==> src/rtl/systolic_tile_sched_if.sv <==
// Command, array-control and drain handshake bundle for the systolic tile scheduler.
// master = command decoder / feeders / drain consumer, slave = scheduler.
interface systolic_tile_sched_if #(
  parameter int unsigned ROWS   = 4,
  parameter int unsigned COLS   = 4,
  parameter int unsigned K_W    = 12,
  parameter int unsigned STEP_W = K_W + 1,
  parameter int unsigned ROW_W  = (ROWS > 1) ? $clog2(ROWS) : 1
);
  logic              start;
  logic              abort;
  logic [K_W-1:0]    k_len;
  logic              busy;
  logic              done;
  logic              clear_acc;
  logic              en;
  logic [STEP_W-1:0] step;
  logic [ROWS-1:0]   row_valid;
  logic [COLS-1:0]   col_valid;
  logic              drain_valid;
  logic [ROW_W-1:0]  drain_row;
  logic              drain_ready;

  modport master (
    output start, abort, k_len, drain_ready,
    input  busy, done, clear_acc, en, step, row_valid, col_valid, drain_valid, drain_row
  );

  modport slave (
    input  start, abort, k_len, drain_ready,
    output busy, done, clear_acc, en, step, row_valid, col_valid, drain_valid, drain_row
  );
endinterface

==> src/rtl/systolic_tile_sched.sv <==
// Per-tile sequencer for an output-stationary systolic array: clear, skewed feed window
// with per-lane operand masks, then row-by-row accumulator drain over valid/ready.
module systolic_tile_sched #(
  parameter int unsigned ROWS   = 4,
  parameter int unsigned COLS   = 4,
  parameter int unsigned K_W    = 12,
  parameter int unsigned STEP_W = K_W + 1
) (
  input  logic                  clk,
  input  logic                  rst,
  systolic_tile_sched_if.slave  bus
);

  localparam int unsigned ROW_W = (ROWS > 1) ? $clog2(ROWS) : 1;
  localparam int unsigned SKEW  = ROWS + COLS - 2;

  typedef enum logic [2:0] {
    IDLE  = 3'd0,
    CLEAR = 3'd1,
    FEED  = 3'd2,
    DRAIN = 3'd3,
    DONE  = 3'd4
  } state_t;

  state_t            state;
  logic [K_W-1:0]    k_q;
  logic [STEP_W-1:0] feed_last_c;
  logic [STEP_W-1:0] step_next_c;
  logic [ROWS-1:0]   row_next_c;
  logic [COLS-1:0]   col_next_c;

  // Lane l carries real data at step t while its skewed index t-l lies in [0, K).
  function automatic logic lane_active(input logic [STEP_W-1:0] t,
                                       input int unsigned       lane,
                                       input logic [K_W-1:0]    k);
    return (t >= STEP_W'(lane)) && ((t - STEP_W'(lane)) < STEP_W'(k));
  endfunction

  // Step and masks for the coming cycle; step restarts at 0 on entry from CLEAR.
  always_comb begin
    feed_last_c = STEP_W'(k_q) + STEP_W'(SKEW) - STEP_W'(1);
    step_next_c = (state == FEED) ? bus.step + STEP_W'(1) : '0;
    row_next_c  = '0;
    col_next_c  = '0;
    for (int unsigned r = 0; r < ROWS; r++) row_next_c[r] = lane_active(step_next_c, r, k_q);
    for (int unsigned c = 0; c < COLS; c++) col_next_c[c] = lane_active(step_next_c, c, k_q);
  end

  always_ff @(posedge clk) begin
    if (rst || bus.abort) begin
      state           <= IDLE;
      k_q             <= '0;
      bus.busy        <= 1'b0;
      bus.done        <= 1'b0;
      bus.clear_acc   <= 1'b0;
      bus.en          <= 1'b0;
      bus.step        <= '0;
      bus.row_valid   <= '0;
      bus.col_valid   <= '0;
      bus.drain_valid <= 1'b0;
      bus.drain_row   <= '0;
    end else begin
      case (state)
        IDLE: begin
          if (bus.start) begin
            state         <= CLEAR;
            k_q           <= bus.k_len;
            bus.busy      <= 1'b1;
            bus.clear_acc <= 1'b1;
          end
        end

        // K == 0 skips the feed window so the consumer still drains the cleared tile.
        CLEAR: begin
          bus.clear_acc <= 1'b0;
          if (k_q != '0) begin
            state         <= FEED;
            bus.en        <= 1'b1;
            bus.step      <= step_next_c;
            bus.row_valid <= row_next_c;
            bus.col_valid <= col_next_c;
          end else begin
            state           <= DRAIN;
            bus.drain_valid <= 1'b1;
            bus.drain_row   <= '0;
          end
        end

        FEED: begin
          if (bus.step == feed_last_c) begin
            state           <= DRAIN;
            bus.en          <= 1'b0;
            bus.step        <= '0;
            bus.row_valid   <= '0;
            bus.col_valid   <= '0;
            bus.drain_valid <= 1'b1;
            bus.drain_row   <= '0;
          end else begin
            bus.step      <= step_next_c;
            bus.row_valid <= row_next_c;
            bus.col_valid <= col_next_c;
          end
        end

        DRAIN: begin
          if (bus.drain_ready) begin
            if (bus.drain_row == ROW_W'(ROWS - 1)) begin
              state           <= DONE;
              bus.drain_valid <= 1'b0;
              bus.drain_row   <= '0;
              bus.done        <= 1'b1;
            end else begin
              bus.drain_row <= bus.drain_row + ROW_W'(1);
            end
          end
        end

        DONE: begin
          state    <= IDLE;
          bus.done <= 1'b0;
          bus.busy <= 1'b0;
        end

        default: begin
          state <= IDLE;
        end
      endcase
    end
  end

endmodule

==> src/flat_wrapper.sv <==
// flat-port wrapper written by rule: the top's interface ports become plain ports
module systolic_tile_sched_flat 
#(
  parameter int unsigned ROWS   = 4,
  parameter int unsigned COLS   = 4,
  parameter int unsigned K_W    = 12,
  parameter int unsigned STEP_W = K_W + 1
)
  (clk, rst, bus_start, bus_abort, bus_k_len, bus_drain_ready, bus_busy, bus_done, bus_clear_acc, bus_en, bus_step, bus_row_valid, bus_col_valid, bus_drain_valid, bus_drain_row);
  systolic_tile_sched_if #(.ROWS(ROWS), .COLS(COLS), .K_W(K_W), .STEP_W(STEP_W)) bus_i ();
  input  logic clk;
  input  logic rst;
  input wire logic [$bits(bus_i.start)-1:0] bus_start;
  input wire logic [$bits(bus_i.abort)-1:0] bus_abort;
  input wire logic [$bits(bus_i.k_len)-1:0] bus_k_len;
  input wire logic [$bits(bus_i.drain_ready)-1:0] bus_drain_ready;
  output wire logic [$bits(bus_i.busy)-1:0] bus_busy;
  output wire logic [$bits(bus_i.done)-1:0] bus_done;
  output wire logic [$bits(bus_i.clear_acc)-1:0] bus_clear_acc;
  output wire logic [$bits(bus_i.en)-1:0] bus_en;
  output wire logic [$bits(bus_i.step)-1:0] bus_step;
  output wire logic [$bits(bus_i.row_valid)-1:0] bus_row_valid;
  output wire logic [$bits(bus_i.col_valid)-1:0] bus_col_valid;
  output wire logic [$bits(bus_i.drain_valid)-1:0] bus_drain_valid;
  output wire logic [$bits(bus_i.drain_row)-1:0] bus_drain_row;
  assign bus_i.start = bus_start;
  assign bus_i.abort = bus_abort;
  assign bus_i.k_len = bus_k_len;
  assign bus_i.drain_ready = bus_drain_ready;
  assign bus_busy = bus_i.busy;
  assign bus_done = bus_i.done;
  assign bus_clear_acc = bus_i.clear_acc;
  assign bus_en = bus_i.en;
  assign bus_step = bus_i.step;
  assign bus_row_valid = bus_i.row_valid;
  assign bus_col_valid = bus_i.col_valid;
  assign bus_drain_valid = bus_i.drain_valid;
  assign bus_drain_row = bus_i.drain_row;
  systolic_tile_sched #(.ROWS(ROWS), .COLS(COLS), .K_W(K_W), .STEP_W(STEP_W)) u_core (.clk(clk), .rst(rst), .bus(bus_i));
endmodule
==> config.mk <==
export PLATFORM = sky130hd
export DESIGN_NAME = systolic_tile_sched_flat
export DESIGN_NICKNAME = d
export VERILOG_FILES = /design/src/rtl/systolic_tile_sched_if.sv /design/src/rtl/systolic_tile_sched.sv /design/src/flat_wrapper.sv
export SDC_FILE = /design/constraint.sdc
export NUM_CORES = 1
export LEC_CHECK = 0
export ABC_AREA = 1
export BUFFER_PORTS_ARGS = -buffer_cell sky130_fd_sc_hd__buf_2
export CORE_AREA = 2 2 124 126
export DETAILED_ROUTE_END_ITERATION = 12
export DIE_AREA = 0 0 126 128
export GPL_TIMING_DRIVEN = 1
export HOLD_SLACK_MARGIN = 0.08
export PLACE_DENSITY = 0.45
export SLEW_MARGIN = 10
export SYNTH_ARGS = -nofsm -noshare
export SYNTH_HDL_FRONTEND = slang
export SYNTH_SLANG_ARGS = --single-unit
export TNS_END_PERCENT = 10
==> constraint.sdc <==
create_clock -name clk -period 3.5 [get_ports clk]
set_clock_uncertainty 0.15 [all_clocks]
set_input_delay 0.175 -clock clk [delete_from_list [all_inputs] [get_ports clk]]
set_output_delay 0.175 -clock clk [all_outputs]
set_load 0.1 [all_outputs]
; Word-level counts from Yosys, hierarchy flattened
; Index checks and enable logic that the tools add are counted.
[word_totals]
wordCells = 90
input_bits = 17
out_inout_bits = 28
register_bits = 39
[classes]
magnitude_cmp = 8
add_sub_neg = 7
reduce_logical = 21
eq_ne = 12
muxes = 32
[op_table]
columns = op, count
row1 = less-than comparator 13 x 12 -> 1 bit, 4
row2 = 2-to-1 mux 13 bit, 3
row3 = "greater-or-equal comparator 13 x 1 -> 1 bit, second input constant", 2
row4 = "greater-or-equal comparator 13 x 2 -> 1 bit, second input constant", 2
row5 = one-hot mux 13 bit (2 select lines), 1
row6 = "subtractor 13 x 1 -> 13 bit, second input constant", 2
row7 = "subtractor 13 x 2 -> 13 bit, second input constant", 2
row8 = "adder 12 x 3 -> 13 bit, second input constant", 1
row9 = "adder 13 x 1 -> 13 bit, second input constant", 1
row10 = equality test 13 bit, 1
row11 = 2-to-1 mux 3 bit, 4
row12 = one-hot mux 3 bit (4 select lines), 1
row13 = nonzero test 12 bit, 1
row14 = 2-to-1 mux 1 bit, 10
row15 = 2-to-1 mux 2 bit, 4
row16 = 2-to-1 mux 4 bit, 2
row17 = "!= test 2 bit, second input constant", 4
row18 = one-hot mux 1 bit (2 select lines), 4
row19 = one-hot mux 4 bit (2 select lines), 1
row20 = AND reduction 2 bit, 4
row21 = AND reduction 4 bit, 2
row22 = nonzero test 2 bit, 4
row23 = "equality test 3 x 2 -> 1 bit, second input constant", 2
row24 = one-hot mux 2 bit (3 select lines), 1
row25 = 12 further kinds, 17

; Longest topological paths before layout
; Gate-level depths: netlist of run 1.
[logic_depth]
word_depth = 7
depth_mapped = 23
ltp_nobuf = 22

; Least setup slack after synthesis of run 1
; Ideal clock, no wire load.
[synth_timing]
path_kind = register to register
from = reg u_core.bus.step[0]
to = reg u_core.bus.row_valid[1]
arrival_ps = 3453
setup_ps = 128
n_path_buf = 0
required_time_ps = 3222
synth_period_minus_slack_ps = 3730
stages_incl_launch_ff = 20
setup_slack_ps = -230
cell_sequence = dfxtp_1 -> ha_1 -> xor2_1 -> nand2_8 -> ha_1 -> nand3_2 -> inv_1 -> nand3_1 -> o21ai_0 -> ha_1 -> inv_1 -> o31a_1 -> nand2_1 -> nand2_1 -> nand2_1 -> nand2_1 -> nand3_1 -> nor2_1 -> nor2_1 -> nor2_1
[synth_via]
elab_chain_cells = 7
word_cells_on_any_way = 10
classes_between = add/sub: 2 / order compare: 2 / eq/ne: 1 / mux: 4 / reduce/logical: 1
[synth_lines]
columns = element, line_no
row1 = from (decl), systolic_tile_sched_if.sv:31  ; output busy, done, clear_acc, en, step, row_valid, col_valid, drain_valid, drain_row
row2 = from (signal assigned), systolic_tile_sched.sv:79  ; bus.step <= step_next_c;
row3 = from (signal assigned), systolic_tile_sched.sv:99  ; bus.step <= step_next_c;
row4 = adder 13 x 1 -> 13 bit, systolic_tile_sched.sv:42  ; step_next_c = (state == FEED) ? bus.step + STEP_W'(1) : '0;
row5 = 2-to-1 mux 13 bit, systolic_tile_sched.sv:42
row6 = subtractor 13 x 1 -> 13 bit, systolic_tile_sched.sv:36  ; return (t >= STEP_W'(lane)) && ((t - STEP_W'(lane)) < STEP_W'(k));
row7 = less-than comparator 13 x 12 -> 1 bit, systolic_tile_sched.sv:36
row8 = logical AND 1 bit, systolic_tile_sched.sv:36
row9 = 2-to-1 mux 4 bit (on tied branches), "systolic_tile_sched.sv:90, systolic_tile_sched.sv:76"
row10 = one-hot mux 4 bit (2 select lines) (*), systolic_tile_sched.sv:63  ; case (state)
row11 = to (signal assigned), systolic_tile_sched.sv:80  ; bus.row_valid <= row_next_c;
row12 = to (signal assigned), systolic_tile_sched.sv:100  ; bus.row_valid <= row_next_c;
row13 = to (decl), systolic_tile_sched_if.sv:31
; Mark *: on every way between the ends. The rest lies on a longest branch, timed or not. The select of a mux whose other input is x is not followed.
; A chain may end at the register's enable or synchronous reset.

; Worst setup path after layout of run 1
; Same ends and word-level chain as after synthesis.

==> flow_metrics.tcl, run 1 <==
set metrics [dict create \
    status "complete, no violations" \
    crit_cells 19 \
    drt-pass1-iter-count 5 \
    worstMarginPinSlew_ns 0.958 \
    diodes 0 \
    place_congestion 0.889 \
    area_growth_pct 17.5 \
    grt_max_degree 27 \
    cts_tree "yes" \
    worst_hold_path_type "input port to flip-flop" \
    critical_path_required_ns 3.49 \
    die_x_microns 126 \
    ys.flop_type "dfxtp_1" \
    start_kind "flip-flop" \
    cpMostUsedCell "nand2_1" \
    crit_slowest_cell "dfxtp_2" \
    synth.most_common_cell "nand2_1" \
    cts_buffers 5 \
    r2r_slack_ns 0.29 \
    cp-end-kind "flip-flop" \
    slew_headroom 0.361 \
    clockRootBuffer "clkbuf_16" \
    vias 4365 \
    num-nets-final 787 \
    num-fill-cells 1665 \
    crit_family "simple AND/OR/NAND/NOR gates" \
    synth-compound-area-share 0.110 \
    num_rows 45 \
    dieHeight_microns 128 \
    drc 0 \
    holdPathEnd "u_core.bus.done" \
    critPathKind "flip-flop to flip-flop" \
    clkLatencyLatePin_ns 0.29 \
    clk_pin_slew_worst_paths_ns 0.07 \
    vdd_drop_max_v 0.000196 \
    synthesis.nets 727 \
    cts_sinks 39 \
    hold_start "rst" \
    drv_cap 0 \
    drt_wl_total_microns 13500 \
    placed_area_sq_um 4780 \
    reg2reg_from "u_core.bus.step[0]" \
    synth_cell_types 39 \
    hold_violations 0 \
    yosys_warnings 0 \
    place_inst 881 \
    regToRegEndpoint "u_core.bus.row_valid[1]" \
    synth_simple_gate_area_frac 0.378 \
    critPathBufInv 2 \
    crit_chain "ha_2, xor2_2, nand2_8, ha_1, nand3_2, inv_1, nand3_1, o21ai_0, ha_1, inv_1, o31a_1, nand2_1, nand2_1, nand2_1, nand2_1, nand3_1, nor2_1, nor2_1, nor2_1" \
    antenna_left 0 \
    fin_crit_ns 3.21 \
    muxShareOfSynthArea 0 \
    synth.area.top_cells "dfxtp_1 18%, ha_1 16%, nand2_1 15%" \
    whs_ns 0.160 \
    gr-total-overflow 0 \
    drive_gt1_frac 0.178 \
    synthAdderAreaFrac 0.161 \
    wire_per_inst_microns 15.0 \
    synth_area_sq_um 4350 \
    stdcell_count 903 \
    hold_path_depth 5 \
    hpwlAfterDp_microns 11000 \
    postSynthCellCount 654 \
    clk_path_buf_depth 2 \
    coreArea_sq_um 14900 \
    final_area_sq_um 5110 \
    synth-seq-cells 39 \
    setup_viol_count_final 0 \
    rr_worst_depth 19 \
    crit_fanout 8 \
    synth_edf_count 0 \
    synth_top_cell_area_share 0.180 \
    routed_via_density 4.83 \
    synth_top_cell_by_area "dfxtp_1" \
    antenna_found_initial 0 \
    slowest_delay_ns 0.41 \
    start_util 0.293 \
    synth-xor-area-share 0.0765 \
    drtIter0Drc 266 \
    die_area_sq_um 16100 \
    h-tree-depth 2 \
    critPathArrivalTime_ns 3.21 \
    grt_pass1_wl_microns 21700 \
    grtUsageTotal 0.169 \
    avgSynthCellArea_sq_um 6.65 \
    ys_seq_area_frac 0.180 \
    power_mw 1.21 \
    clock.fmax_ghz 0.311 \
    synth_top_family_by_area "simple AND/OR/NAND/NOR gates" \
    drv_slew 0 \
    grt_pass1_vias 4063 \
    period_share 0.918 \
    p_leak_nw 2.39 \
    p_per_area_nw_per_um2 237 \
    async_reset_ff_frac 0 \
    ys_top_cells_by_count "169 x nand2_1, 77 x inv_1, 56 x ha_1, 55 x a21oi_1" \
    fin_setup_tns_ns 0 \
    io_pins 45 \
    io_buffers 44 \
]
-- sequential cells by signal, summed over array words and instances, names as in the netlist --
signal / flops
u_core.k_q: 12
u_core.bus.en: 1
u_core.bus.drain_valid: 1
u_core.bus.step: 13
u_core.bus.row_valid: 4
u_core.bus.busy: 1
u_core.bus.done: 1
u_core.state: 3
u_core.bus.drain_row: 2
u_core.bus.clear_acc: 1
-- worst max-delay path by stage --
stage | from | slack, ns | to
after floorplan | u_core.bus.step[4] | 0.11 | u_core.bus.row_valid[1]
after global placement | u_core.bus.step[0] | 0.15 | u_core.bus.row_valid[1]
after detailed placement | u_core.bus.step[0] | 0.14 | u_core.bus.row_valid[1]
after CTS | u_core.state[1] | 0.12 | u_core.bus.row_valid[1]
after global routing | u_core.bus.step[0] | -0.02 | u_core.bus.row_valid[1]
final | u_core.bus.step[0] | 0.29 | u_core.bus.row_valid[1]
-- area by class of cell --
cell class | instances | area (sq um) | area share
multi-input combinational | 516 | 3170 | 0.621
clock inverter | 3 | 43.8 | 0.00857
sequential | 39 | 785 | 0.154
inverter | 86 | 325 | 0.0637
tap | 188 | 235 | 0.0460
timing repair buffer | 66 | 422 | 0.0825
clock buffer | 5 | 125 | 0.0245
-- worst reg2reg max path, delay by kind of cell, from the launching register on --
kind,cells,cell delay [ns]
AOI/OAI and AO/OA,2,0.38
and+or+nand+nor,11,0.90
xor gates and xnor gates,1,0.26
buffers and inverters,2,0.11
DFF,1,0.41
adders and majority gates,3,0.84
-- power by group --
part / leakage, nW / switching, mW / internal [mW]
Clock: 0.0838 / 0.203 / 0.337
Sequential: 0.318 / 0.00996 / 0.454
Combinational: 1.99 / 0.136 / 0.0713
-- layout by cell type (no fill, tap or decap), types with 12 or more instances in the layout --
master,n
a21oi_1,55
buf_2,44
dfxtp_1,36
dlygate4sd3_1,13
ha_1,55
inv_1,76
nand2_1,169
nand3_1,41
nand3_2,12
nand4_1,15
nor2_1,41
o21ai_0,23
xor2_1,32
-- layer usage --
| metal | routed length (microns) | track usage |
|---|---|---|
| met1 | 6700 | 0.236 |
| met2 | 6140 | 0.275 |
| met3 | 453 | 0.0242 |
| met4 | 236 | 0.0427 |
| met5 | 0 | 0 |
-- per-stage QoR --
step                      worst slack [ns]   util
final                                0.285  0.344
after global routing               -0.0197  0.344
after global placement               0.149  0.322
after floorplan                      0.113      -
after detailed placement             0.145  0.322
after CTS                            0.119  0.342
-- logic make-up after synthesis --
logic type	after synthesis
compound gates	90
xor+xnor	38
fa+ha+maj	56
buf+inv	99
flops	39
simple gates	332
-- timing repair --
action,4_1_cts,5_1_grt
setup endpoints to repair,0,1
hold buffers,13,0
hold endpoints to repair,14,0
resized for setup,0,6
buffers inserted,0,1
No activity file was read; power rests on OpenSTA's default activity.
==> run 2: changes to the inputs <==
--- a/config.mk
+++ b/config.mk
@@ -12,7 +12,7 @@
 export DIE_AREA = 0 0 126 128
 export GPL_TIMING_DRIVEN = 1
 export HOLD_SLACK_MARGIN = 0.08
-export PLACE_DENSITY = 0.45
+export PLACE_DENSITY_LB_ADDON = 0.3
 export SLEW_MARGIN = 10
 export SYNTH_ARGS = -nofsm -noshare
 export SYNTH_HDL_FRONTEND = slang
==> flow_metrics.tcl, run 2 (synthesized netlist as in run 1, its figures left out) <==
set metrics [dict create \
    clockRootBuffer "clkbuf_16" \
    rsz0062_at_grt "yes" \
    drive_gt1_frac 0.169 \
    cpMostUsedCell "nand2_1" \
    clk_pin_slew_worst_paths_ns 0.06 \
    reg2reg_from "u_core.bus.step[0]" \
    start_kind "flip-flop" \
    critPathBufInv 2 \
    dieHeight_microns 128 \
    final_area_sq_um 5060 \
    die_area_sq_um 16100 \
    period_share 0.955 \
    io_pins 45 \
    largest_reg_flops 13 \
    start_util 0.293 \
    hold_start "rst" \
    crit_slowest_cell "dfxtp_2" \
    rr_worst_depth 19 \
    drc 0 \
    mostFrequentLayoutCells "169 x nand2_1, 77 x inv_1, 55 x a21oi_1, 55 x ha_1, 44 x buf_2" \
    antenna_left 0 \
    largest_register "u_core.bus.step" \
    drtIter0Drc 314 \
    hold_path_depth 5 \
    clk_path_buf_depth 2 \
    drv_cap 0 \
    p_leak_nw 2.37 \
    grt_max_degree 25 \
    hold_violations 0 \
    stdcell_count 899 \
    final_common_cell "nand2_1" \
    power_mw 1.20 \
    slew_headroom 0.420 \
    critPathKind "flip-flop to flip-flop" \
    fin_crit_ns 3.34 \
    coreArea_sq_um 14900 \
    num-nets-final 783 \
    gr-total-overflow 0 \
    drt-pass1-iter-count 5 \
    vdd_drop_max_v 0.000175 \
    status "complete, no violations" \
    crit_fanout 8 \
    crit_chain "ha_2, xor2_1, nand2_8, ha_1, nand3_2, inv_1, nand3_1, o21ai_0, ha_1, inv_1, o31a_1, nand2_1, nand2_1, nand2_1, nand2_1, nand3_1, nor2_1, nor2_1, nor2_1" \
    routed_via_density 4.79 \
    antenna_found_initial 0 \
    regToRegEndpoint "u_core.bus.row_valid[1]" \
    cts_buffers 5 \
    p_per_area_nw_per_um2 237 \
    holdPathEnd "u_core.bus.drain_valid" \
    hpwlAfterDp_microns 10000 \
    grtUsageTotal 0.154 \
    grt_pass1_wl_microns 20200 \
    die_x_microns 126 \
    slowest_delay_ns 0.43 \
    diodes 0 \
    drt_wl_total_microns 12400 \
    h-tree-depth 2 \
    io_buffers 44 \
    r2r_slack_ns 0.16 \
    setup_viol_count_final 0 \
    largestRegisters "u_core.bus.step: 13 flops, u_core.k_q: 12 flops, u_core.bus.row_valid: 4 flops" \
    wire_per_inst_microns 13.8 \
    critical_path_required_ns 3.50 \
    area_growth_pct 16.5 \
    num_rows 45 \
    place_inst 878 \
    critPathArrivalTime_ns 3.34 \
    placed_area_sq_um 4760 \
    worstMarginPinSlew_ns 0.870 \
    grt_pass1_vias 3881 \
    cts_sinks 39 \
    drv_slew 0 \
    vias 4308 \
    whs_ns 0.172 \
    num-fill-cells 1652 \
    worst_hold_path_type "input port to flip-flop" \
    cts_tree "yes" \
    crit_family "simple AND/OR/NAND/NOR gates" \
    clock.fmax_ghz 0.299 \
    cp-end-kind "flip-flop" \
    place_congestion 0.884 \
    clkLatencyLatePin_ns 0.29 \
]
run 2: timing repair:
action / CTS / global route
hold buffers: 13 / 0
buffers inserted: 0 / 0
endpoints found under the hold margin: 13 / 0
endpoints found under the setup margin: 0 / 3
resized for setup: 0 / 2
run 2: worst reg2reg max path: stages (launching register included):
cell and delay [ns]:
dfxtp_2 0.43, ha_2 0.26, xor2_1 0.38, nand2_8 0.13, ha_1 0.31, nand3_2 0.15
inv_1 0.07, nand3_1 0.11, o21ai_0 0.11, ha_1 0.28, inv_1 0.05, o31a_1 0.26
nand2_1 0.09, nand2_1 0.05, nand2_1 0.06, nand2_1 0.05, nand3_1 0.08, nor2_1 0.05
nor2_1 0.08, nor2_1 0.04
run 2: power breakdown:
part	leakage [nW]	switching (mW)	total (mW)	internal, mW
Combinational	1.97	0.135	0.206	0.0714
Clock	0.0838	0.192	0.528	0.336
Sequential	0.318	0.0101	0.464	0.454
run 2: final cells by class:
type,instances,area [sq um],area share
multi-input combinational,516,3170,0.625
tap,188,235,0.0464
clock inverter,3,43.8,0.00865
clock buffer,5,125,0.0247
sequential,39,785,0.155
inverter,86,323,0.0637
timing repair buffer,62,388,0.0766
run 2: through the flow:
stage / utilization / setup WS (ns) / setup TNS (ns)
finish: 0.341 / 0.157 / 0
global route: 0.341 / -0.0123 / -0.0123
CTS: 0.340 / 0.131 / 0
detailed placement: 0.320 / 0.146 / 0
global placement: 0.320 / 0.184 / 0
floorplan: - / 0.113 / 0
run 2: worst max path at each step:
stage	slack [ns]	from	end	cells past startpoint
detailed placement	0.15	u_core.bus.step[0]	u_core.bus.row_valid[1]	19
global placement	0.18	u_core.bus.step[0]	u_core.bus.row_valid[1]	19
global route	-0.01	u_core.bus.step[0]	u_core.bus.row_valid[1]	19
floorplan	0.11	u_core.bus.step[4]	u_core.bus.row_valid[1]	20
CTS	0.13	u_core.bus.step[0]	u_core.bus.row_valid[1]	19
finish	0.16	u_core.bus.step[0]	u_core.bus.row_valid[1]	19
run 2: layer usage:
metal	GRT usage	routed length [microns]
met1	0.211	6070
met2	0.260	5740
met3	0.0213	480
met4	0.0310	146
met5	0	0
